===== config.mk =====
export PLATFORM = sky130hd
export DESIGN_NAME = cpu_core
export DESIGN_NICKNAME = d
export VERILOG_FILES = /design/src/rtl/cpu_pkg.sv /design/src/rtl/cpu_alu.sv /design/src/rtl/cpu_core.sv
export SDC_FILE = /design/constraint.sdc
export NUM_CORES = 1
export LEC_CHECK = 0
export BUFFER_PORTS_ARGS = -buffer_cell sky130_fd_sc_hd__buf_4
export CAP_MARGIN = 20
export CELL_PAD_IN_SITES_DETAIL_PLACEMENT = 1
export CELL_PAD_IN_SITES_GLOBAL_PLACEMENT = 2
export CORE_ASPECT_RATIO = 2
export CORE_MARGIN = 5
export CORE_UTILIZATION = 39
export DETAILED_ROUTE_END_ITERATION = 16
export PLACE_DENSITY_LB_ADDON = 0.25
export SYNTH_ARGS = -nofsm -noshare
export SYNTH_HDL_FRONTEND = slang
export SYNTH_SLANG_ARGS = --single-unit

===== constraint.sdc =====
create_clock -name clock_in -period 5.45 [get_ports clock_in]
set_input_delay 0.8175 -clock clock_in [delete_from_list [all_inputs] [get_ports clock_in]]
set_output_delay 0.8175 -clock clock_in [all_outputs]
set_load 0.05 [all_outputs]

===== src/rtl/cpu_pkg.sv =====
// Shared constants for the tiny tensor core CPU.
// Opcodes, instruction field positions and default sizes.
package cpu_pkg;

  localparam int DATA_WIDTH  = 8;
  localparam int NUM_REGS    = 16;
  localparam int INSTR_WIDTH = 32;
  localparam int REG_AW      = 4;

  localparam int OPC_HI = 31;
  localparam int OPC_LO = 24;
  localparam int RD_HI  = 23;
  localparam int RD_LO  = 20;
  localparam int RS1_HI = 19;
  localparam int RS1_LO = 16;
  localparam int RS2_HI = 15;
  localparam int RS2_LO = 12;
  localparam int IMM_HI = 7;
  localparam int IMM_LO = 0;

  localparam logic [7:0] OP_NOP  = 8'h00;
  localparam logic [7:0] OP_LDI  = 8'h01;
  localparam logic [7:0] OP_ADD  = 8'h02;
  localparam logic [7:0] OP_SUB  = 8'h03;
  localparam logic [7:0] OP_AND  = 8'h04;
  localparam logic [7:0] OP_OR   = 8'h05;
  localparam logic [7:0] OP_XOR  = 8'h06;
  localparam logic [7:0] OP_MUL  = 8'h07;
  localparam logic [7:0] OP_SHL  = 8'h08;
  localparam logic [7:0] OP_SHR  = 8'h09;
  localparam logic [7:0] OP_MOV  = 8'h0A;
  localparam logic [7:0] OP_OUT  = 8'h0B;
  localparam logic [7:0] OP_ADDI = 8'h0C;
  localparam logic [7:0] OP_MAC  = 8'h0D;

endpackage


===== src/rtl/cpu_alu.sv =====
// Combinational execute unit for cpu_core.
// Produces the result, a register write-enable and an output-load flag.
module cpu_alu
  import cpu_pkg::*;
(
  input  logic [7:0]            opcode,
  input  logic [DATA_WIDTH-1:0] a,
  input  logic [DATA_WIDTH-1:0] b,
  input  logic [DATA_WIDTH-1:0] rd_val,
  input  logic [DATA_WIDTH-1:0] imm,
  output logic [DATA_WIDTH-1:0] result,
  output logic                  we,
  output logic                  upd
);

  logic [2*DATA_WIDTH-1:0] prod;
  logic [DATA_WIDTH-1:0]   prod_lo;

  // Low half of the product feeds both MUL and MAC
  always_comb begin
    prod    = {{DATA_WIDTH{1'b0}}, a} * {{DATA_WIDTH{1'b0}}, b};
    prod_lo = prod[DATA_WIDTH-1:0];
  end

  // Opcode decode; unknown opcodes behave as NOP
  always_comb begin
    result = '0;
    we     = 1'b0;
    unique case (opcode)
      OP_LDI:  begin result = imm;            we = 1'b1; end
      OP_ADD:  begin result = a + b;          we = 1'b1; end
      OP_SUB:  begin result = a - b;          we = 1'b1; end
      OP_AND:  begin result = a & b;          we = 1'b1; end
      OP_OR:   begin result = a | b;          we = 1'b1; end
      OP_XOR:  begin result = a ^ b;          we = 1'b1; end
      OP_MUL:  begin result = prod_lo;        we = 1'b1; end
      OP_SHL:  begin result = a << b[2:0];    we = 1'b1; end
      OP_SHR:  begin result = a >> b[2:0];    we = 1'b1; end
      OP_MOV:  begin result = a;              we = 1'b1; end
      OP_OUT:  begin result = a;                         end
      OP_ADDI: begin result = a + imm;        we = 1'b1; end
      OP_MAC:  begin result = rd_val + prod_lo; we = 1'b1; end
      default: begin end
    endcase
  end

  // Output register loads on any write and on OUT
  always_comb upd = we | (opcode == OP_OUT);

endmodule


===== src/rtl/cpu_core.sv =====
// Single-cycle 8-bit register-machine CPU.
// Executes one externally supplied instruction per rising edge.
module cpu_core
  import cpu_pkg::*;
(
  input  logic                   clock_in,
  input  logic                   reset_n_in,
  input  logic [INSTR_WIDTH-1:0] current_instruction,
  output logic [DATA_WIDTH-1:0]  cpu_output
);

  logic [DATA_WIDTH-1:0] regs [NUM_REGS];

  logic [7:0]            opcode;
  logic [REG_AW-1:0]     rd;
  logic [REG_AW-1:0]     rs1;
  logic [REG_AW-1:0]     rs2;
  logic [DATA_WIDTH-1:0] imm;
  logic [DATA_WIDTH-1:0] a;
  logic [DATA_WIDTH-1:0] b;
  logic [DATA_WIDTH-1:0] rd_val;
  logic [DATA_WIDTH-1:0] result;
  logic                  we;
  logic                  upd;
  logic                  unused_bits;

  // Field split; bits 11:8 carry no meaning
  always_comb begin
    opcode      = current_instruction[OPC_HI:OPC_LO];
    rd          = current_instruction[RD_HI:RD_LO];
    rs1         = current_instruction[RS1_HI:RS1_LO];
    rs2         = current_instruction[RS2_HI:RS2_LO];
    imm         = current_instruction[IMM_HI:IMM_LO];
    unused_bits = ^current_instruction[11:8];
  end

  // Pre-edge register reads; r0 is never written so it reads 0
  always_comb begin
    a      = regs[rs1];
    b      = regs[rs2];
    rd_val = regs[rd];
  end

  cpu_alu u_alu (
    .opcode (opcode),
    .a      (a),
    .b      (b),
    .rd_val (rd_val),
    .imm    (imm),
    .result (result),
    .we     (we),
    .upd    (upd)
  );

  // Register file and output register commit
  always_ff @(posedge clock_in or negedge reset_n_in) begin
    if (!reset_n_in) begin
      for (int i = 0; i < NUM_REGS; i++) regs[i] <= '0;
      cpu_output <= '0;
    end else begin
      if (we && rd != '0) regs[rd] <= result;
      if (upd) cpu_output <= result;
    end
  end

endmodule


* Word level (Yosys, flattened, before mapping)
Cells that the tools add are included. Widths: inputs -> output; s select.
Storage, ports and cells: register bits after elaboration 136, bits of input ports 34, word-level logic and storage cells 67
Cells by class: $add $sub $neg 4, multiply operators 1, $lt $le $gt $ge 4, eq/ne operators 13, shift-type cells 2, mux-type cells 14, bitwise operators 7, reductions and logical operators 5
Operators with widths (number):
- $bwmux 128 | 1
- $bmux 8 s4 | 3
- $pmux 8 s12 | 1
- $mux 8 | 7
- $eq 8x4->1 const B | 6
- $demux 8 s4 | 1
- $eq 8x3->1 const B | 4
- $add 8x8->8 | 3
- $eq 8x2->1 const B | 2
- $ge 5x5->1 const B | 3
- $not 4->5 | 3
- $reduce_or 12->1 | 1
- $and 8x8->8 | 1
- $eq 8x1->1 const B | 1
- $mul 8x8->8 | 1
- $or 8x8->8 | 1
- $shl 8x3->8 | 1
- $shr 8x3->8 | 1
- $sub 8x8->8 | 1
- $xor 8x8->8 | 1
- $lt 5x1->1 const B | 1
- $reduce_bool 4->1 | 1
- $logic_and 1x1->1 | 2
- $reduce_or 2->1 | 1
- 2 further kinds | 2

* Logic depth before layout (Yosys ltp)
word-level depth 8, mapped depth 28

* By module
Synthesis repeated with hierarchy kept, for this count alone.
Unflattened totals: cell total of the unflattened synthesis 949, area, all modules 11124.4 µm²
By module, submodules not included:
- cpu_core | instances 1, cells an instance 516, area an instance 7980.2 µm², seq. area each 3403.3 µm²
- cpu_alu | instances 1, cells an instance 433, area an instance 3144.3 µm², seq. area each 0.0 µm²

* Worst setup path after synthesis
OpenSTA, ideal clock, no wires.
path type input-to-reg, start point input port current_instruction[12], end point register regs[13] (netlist name), arrival 6216 ps, setup slack -891 ps, cell stages on the path 26, path buffers 5, path through buf_6 > buf_6 > mux4_2 > nand2_1 > and4_1 > buf_2 > inv_1 > clkbuf_1 > ha_1 > fa_1 > inv_1 > fa_1 > inv_1 > ha_1 > inv_1 > fa_1 > inv_1 > ha_1 > xor2_1 > mux4_2 > a222oi_1 > o21ai_0 > a21oi_1 > o221ai_1 > clkbuf_1 > mux2_2
On the way: cells in the longest elaborated chain, start to end 8, elaborated cells between the ends (all ways) 15
Ends and longest elaborated chain:
- start: declaration | RTL line cpu_core.sv:8 | input logic [INSTR_WIDTH-1:0] current_instruction,
- $not 4->5 (implied by the code) * | RTL line cpu_core.sv:40 | b = regs[rs2];
- $bmux 8 s4 * | RTL line cpu_core.sv:40
- $mux 8 (implied by the code) * (2 in series) | RTL line cpu_core.sv:40
- $mul 8x8->8 | RTL line cpu_alu.sv:21 | prod = {{DATA_WIDTH{1'b0}}, a} * {{DATA_WIDTH{1'b0}}, b};
- $add 8x8->8 | RTL line cpu_alu.sv:42 | OP_MAC: begin result = rd_val + prod_lo; we = 1'b1; end
- $pmux 8 s12 * | RTL line cpu_alu.sv:29 | unique case (opcode)
- $bwmux 128 * | RTL line cpu_core.sv:61 | if (we && rd != '0) regs[rd] <= result;
- end signal: indexed assignment | RTL line cpu_core.sv:61
- end: declaration | RTL line cpu_core.sv:12 | logic [DATA_WIDTH-1:0] regs [NUM_REGS];
Mark *: on every way between the ends. The rest lies on a longest branch, timed or not. The select of a mux whose other input is x is not followed. A chain may end at the register's enable or synchronous reset.

* Worst setup path in the final report
start point input port current_instruction[16], end point register regs[71] (netlist name)
On the way: cells in the longest elaborated chain, start to end 8, elaborated cells between the ends (all ways) 16
Ends and longest elaborated chain:
- $not 4->5 (implied by the code) * | RTL line cpu_core.sv:39 | a = regs[rs1];
- $bmux 8 s4 * | RTL line cpu_core.sv:39
- $mux 8 (implied by the code) * (2 in series) | RTL line cpu_core.sv:39
- $mul 8x8->8 | RTL line cpu_alu.sv:21
- $add 8x8->8 | RTL line cpu_alu.sv:42
- $pmux 8 s12 * | RTL line cpu_alu.sv:29
- $bwmux 128 * | RTL line cpu_core.sv:61
Marks and branches as above.

==> implementation parameters <==
Parameter                              Value

Synth
  Synthesis warning total ... 0
  Area share of xor/xnor cells in the synthesized design ... 0.02579
  Combinational family with the most area after synthesis ... multiplexers
  Post-Synth Adder-Cell Area ... 0.08034
  Main synth FF type ... sky130_fd_sc_hd__dfrtp_1
  Count of state elements after synthesis ... 136
  Synthesized net count ... about 1.0k
  Compound-cell area share of the yosys netlist ... 0.09677
  Synth async-reset ratio ... 1.000
  Area of the mapped netlist ... roughly 11,000 um^2
  Cells after synthesis ... around 950
  Avg Cell Area, Syn ... about 12 um^2
  Share of synthesized cell area in and, or, nand and nor gates ... 0.08251
  Mux cell area share after synthesis ... 0.3508
  Share of the yosys chip area belonging to registers ... 0.3104
  Count of flip-flops with a built-in enable after synthesis ... 0
  Count of cell types in the netlist ... 55

Pwr
  Switching part of the total ... 0.2582
  Internal power component ... about 1700 uW
  Switch Pwr ... between 600 and 700 uW
  Fraction of power consumed by the clock network ... 0.424
  Worst vdd rail ir drop ... just over 0.2 mV
  Power density normalized to cell area ... approximately 170 nW/um^2
  Power share of the combinational group ... 0.132
  Total power ... about 2400 uW
  Static Leak ... between 0.006 and 0.007 uW
  Relative contribution of sequential cells to total power ... 0.444

STA
  Slew Limit Fails ... 0
  Sum of negative setup slack ... -8042 ps
  Max Freq ... 0.1764 GHz
  Hold violation total from the final report ... 0
  Unrepaired setup endpoints after global routing ... true
  Actual slew at the worst max-slew pin ... a little over 900 ps
  Clock period minus final worst setup slack ... approximately 5700 ps
  Largest clock skew in the final design ... roughly 8.4 ps
  Post-route worst setup slack ... -217.5 ps
  Number of setup violations in the final report ... 63
  Relative max-transition margin ... 0.3759
  Final Cycle Share ... 1.040

CTS
  Clk pin slew, worst setup/hold paths ... about 60 ps
  Clock Sinks ... about 140
  H-tree lvl count ... 4
  Root Buffer ... sky130_fd_sc_hd__clkbuf_16
  TritonCTS clock tree ... built
  Longest Clk Path Bufs ... 2
  Hold-fix buffers, CTS ... 0
  Worst-Skew Late Latency ... between 400 and 500 ps
  TritonCTS buffer count ... 17

Global route
  Total global-route track usage ... 0.2600
  Number of global-route vias before repair ... roughly 9.6k
  Largest net degree at the start of global routing ... 95
  Antenna violations before repair ... 0
  Global-route congestion overflow total ... 0
  Global-route wire length before repair ... between 60,000 and 70,000 um

Hold path
  Class of the worst hold path ... flip-flop to flip-flop

Drt
  Via count ... roughly 9.0k
  Via count normalized by instance count ... just over 6
  Post-DR wirelength/cell ... 27.99 um
  Final wirelength ... 40,560 um
  Number of nets with antenna violations after detailed routing ... 0
  Number of remaining DRC errors ... 0
  Violation count after the first detailed-route iteration ... 838
  First drt pass iteration count ... 4

Setup path
  Crit path max fanout ... 6
  Critical path start-end classification ... input port to flip-flop
  Critical Path Source Type ... input port
  Data arrival time of the critical path ... approximately 5900 ps
  Worst EP required ... 5720 ps
  Setup crit end kind ... flip-flop

Floorplan
  Die area ... approximately 32,000 um^2
  Starting density of the core ... 0.3919
  Horizontal extent of the die ... about 130 um
  Placeable core region ... roughly 28,000 um^2
  Y dimension of the die ... 247.1 um
  Top Ports ... 42
  Std-Cell Rows ... 87

Job
  Max cap viols ... 0

Place
  Weighted congestion at the end of routability-driven global placement ... a little over 0.9
  Quantity of I/O buffers inserted on ports ... 37
  Placed wire-length estimate after detailed placement ... a little under 30,000 um

Run status
  Outcome ... complete, but fails checks
  Violations in the final reports ... negative setup slack

Final layout
  Net count, final ... between 1k and 1.5k
  Layout area overhead ... 25.31%
  Fraction of final layout cells sized beyond drive strength 1 ... 0.4611
  Ant diodes ... 0
[metrics by stage]
step                worst slack (ps)  instance area (um^2)  cells  utilization  hold slack, ps
CTS                           -200.0                 13550   1444       0.4845           420.8
floorplan                     -421.5                 11300    949            -           458.0
finish                        -217.5                 13740   1449       0.4911           418.9
detailed placement             -1052                 12680   1397       0.4532           407.7
global route                  -338.5                 13740   1449       0.4911           442.7
global placement              -972.2                 12680   1397       0.4532           396.5
[power groups by stage]
stage | combinational (uW) | clock [uW] | sequential [uW]
after global routing | 331 | 1060 | 1050
after detailed placement | 285 | 0 | 1060
after global placement | 281 | 0 | 1060
after CTS | 305 | 1010 | 1050
final | 312 | 998 | 1050
after floorplan | 158 | 0 | 1070
[state kept, by name (all words and copies together) (netlist names)]
name and count:
cpu_output 8, regs 128
[cells by family after synthesis]
logic type | after synthesis
muxes | 232
adders and majority gates | 62
buffers and inverters | 135
xor gates and xnor gates | 29
AOI/OAI and AO/OA | 160
and+or+nand+nor | 195
DFF | 136
[cells in the final DEF (no fill, tap or decap), types with 9 or more instances in the layout]
| cell | synthesis | layout |
|---|---|---|
| sky130_fd_sc_hd__buf_4 | 3 | 161 |
| sky130_fd_sc_hd__a31oi_1 | 15 | 13 |
| sky130_fd_sc_hd__buf_6 | 6 | 11 |
| sky130_fd_sc_hd__buf_12 | 0 | 17 |
| sky130_fd_sc_hd__o21ai_0 | 26 | 22 |
| sky130_fd_sc_hd__fa_1 | 14 | 11 |
| sky130_fd_sc_hd__mux2_2 | 108 | 96 |
| sky130_fd_sc_hd__clkbuf_16 | 0 | 17 |
| sky130_fd_sc_hd__inv_2 | 2 | 9 |
| sky130_fd_sc_hd__nand2_1 | 78 | 71 |
| sky130_fd_sc_hd__mux2_4 | 0 | 12 |
| sky130_fd_sc_hd__mux2i_1 | 13 | 13 |
| sky130_fd_sc_hd__ha_1 | 48 | 39 |
| sky130_fd_sc_hd__xnor2_1 | 21 | 18 |
| sky130_fd_sc_hd__mux4_2 | 111 | 111 |
| sky130_fd_sc_hd__a21oi_1 | 47 | 44 |
| sky130_fd_sc_hd__a21o_1 | 15 | 15 |
| sky130_fd_sc_hd__nand3_1 | 17 | 15 |
| sky130_fd_sc_hd__inv_1 | 51 | 41 |
| sky130_fd_sc_hd__dfrtp_1 | 136 | 136 |
| sky130_fd_sc_hd__nor3_1 | 10 | 10 |
| sky130_fd_sc_hd__nor2_1 | 47 | 45 |
[layout make-up]
cell class                 instances  area, um^2
tap                              356       445.4
clock inverter                     5       27.53
multi-input combinational        679        7342
clock buffer                      23       457.9
fill                            2914       14240
timing repair buffer             195        1838
sequential                       136        3403
inverter                          55       225.2
[critical path: stages]
cell	delay, ps
sky130_fd_sc_hd__buf_16	120
sky130_fd_sc_hd__buf_4	130
sky130_fd_sc_hd__mux4_2	360
sky130_fd_sc_hd__nand3_1	80
sky130_fd_sc_hd__and4_4	180
sky130_fd_sc_hd__buf_12	140
sky130_fd_sc_hd__inv_2	80
sky130_fd_sc_hd__nand2_2	60
sky130_fd_sc_hd__fa_2	380
sky130_fd_sc_hd__fa_1	500
sky130_fd_sc_hd__inv_1	60
sky130_fd_sc_hd__fa_1	550
sky130_fd_sc_hd__fa_1	460
sky130_fd_sc_hd__ha_4	290
sky130_fd_sc_hd__buf_12	130
sky130_fd_sc_hd__xnor2_4	230
sky130_fd_sc_hd__ha_4	250
sky130_fd_sc_hd__a21oi_1	110
sky130_fd_sc_hd__o21ai_1	80
sky130_fd_sc_hd__xor2_1	210
sky130_fd_sc_hd__xnor3_2	400
sky130_fd_sc_hd__nand2_4	160
sky130_fd_sc_hd__a41oi_1	130
[routing by layer]
| metal | up-vias | track usage | part of all wire |
|---|---|---|---|
| met5 | - | 0 | 0 |
| met3 | 79 | 0.06074 | 0.058 |
| met2 | 314 | 0.4169 | 0.49 |
| li1 | 3854 | - | - |
| met1 | 4731 | 0.3358 | 0.40 |
| met4 | 0 | 0.1110 | 0.047 |
[synth_stat cells (6+ instances only)]
| master | n | area (um^2) |
|---|---|---|
| sky130_fd_sc_hd__and3_1 | 8 | 50.05 |
| sky130_fd_sc_hd__a21oi_1 | 47 | 235.2 |
| sky130_fd_sc_hd__mux4_2 | 111 | 2500 |
| sky130_fd_sc_hd__a31oi_1 | 15 | 93.84 |
| sky130_fd_sc_hd__nor2_1 | 47 | 176.4 |
| sky130_fd_sc_hd__and2_1 | 7 | 43.79 |
| sky130_fd_sc_hd__a22oi_1 | 10 | 75.07 |
| sky130_fd_sc_hd__o21ai_0 | 26 | 130.1 |
| sky130_fd_sc_hd__mux2i_1 | 13 | 130.1 |
| sky130_fd_sc_hd__nor3_1 | 10 | 50.05 |
| sky130_fd_sc_hd__a222oi_1 | 6 | 60.06 |
| sky130_fd_sc_hd__dfrtp_1 | 136 | 3403 |
| sky130_fd_sc_hd__inv_1 | 51 | 191.4 |
| sky130_fd_sc_hd__buf_2 | 18 | 90.09 |
| sky130_fd_sc_hd__xnor2_1 | 21 | 183.9 |
| sky130_fd_sc_hd__clkbuf_1 | 45 | 168.9 |
| sky130_fd_sc_hd__a41oi_1 | 6 | 52.55 |
| sky130_fd_sc_hd__ha_1 | 48 | 600.6 |
| sky130_fd_sc_hd__a21o_1 | 15 | 112.6 |
| sky130_fd_sc_hd__nand2_1 | 78 | 292.8 |
| sky130_fd_sc_hd__buf_1 | 8 | 30.03 |
| sky130_fd_sc_hd__nor2b_1 | 7 | 43.79 |
| sky130_fd_sc_hd__xor2_1 | 6 | 52.55 |
| sky130_fd_sc_hd__buf_6 | 6 | 67.56 |
| sky130_fd_sc_hd__mux2_2 | 108 | 1216 |
| sky130_fd_sc_hd__nand3_1 | 17 | 85.08 |
| sky130_fd_sc_hd__fa_1 | 14 | 280.3 |
[worst paths after layout]
| check | from | end | slack (ps) | cells after the start |
|---|---|---|---|---|
| min reg2reg | regs[126] | regs[126] | 420 | 0 |
| max reg2reg | regs[43] | regs[71] | -90 | 22 |
| max | current_instruction[16] | regs[71] | -220 | 23 |
| max in group asynchronous | reset_n_in | regs[21] | 3840 | 2 |
| min in group asynchronous | reset_n_in | regs[88] | 470 | 1 |
| min | regs[126] | regs[126] | 420 | 0 |
[what timing repair did]
action	CTS	global route
gates resized for setup	36	27
cloned	6	0
pin swaps	20	12
setup buffers	13	5
endpoints found under the setup margin	64	64
(Power assumes the default switching activity.)
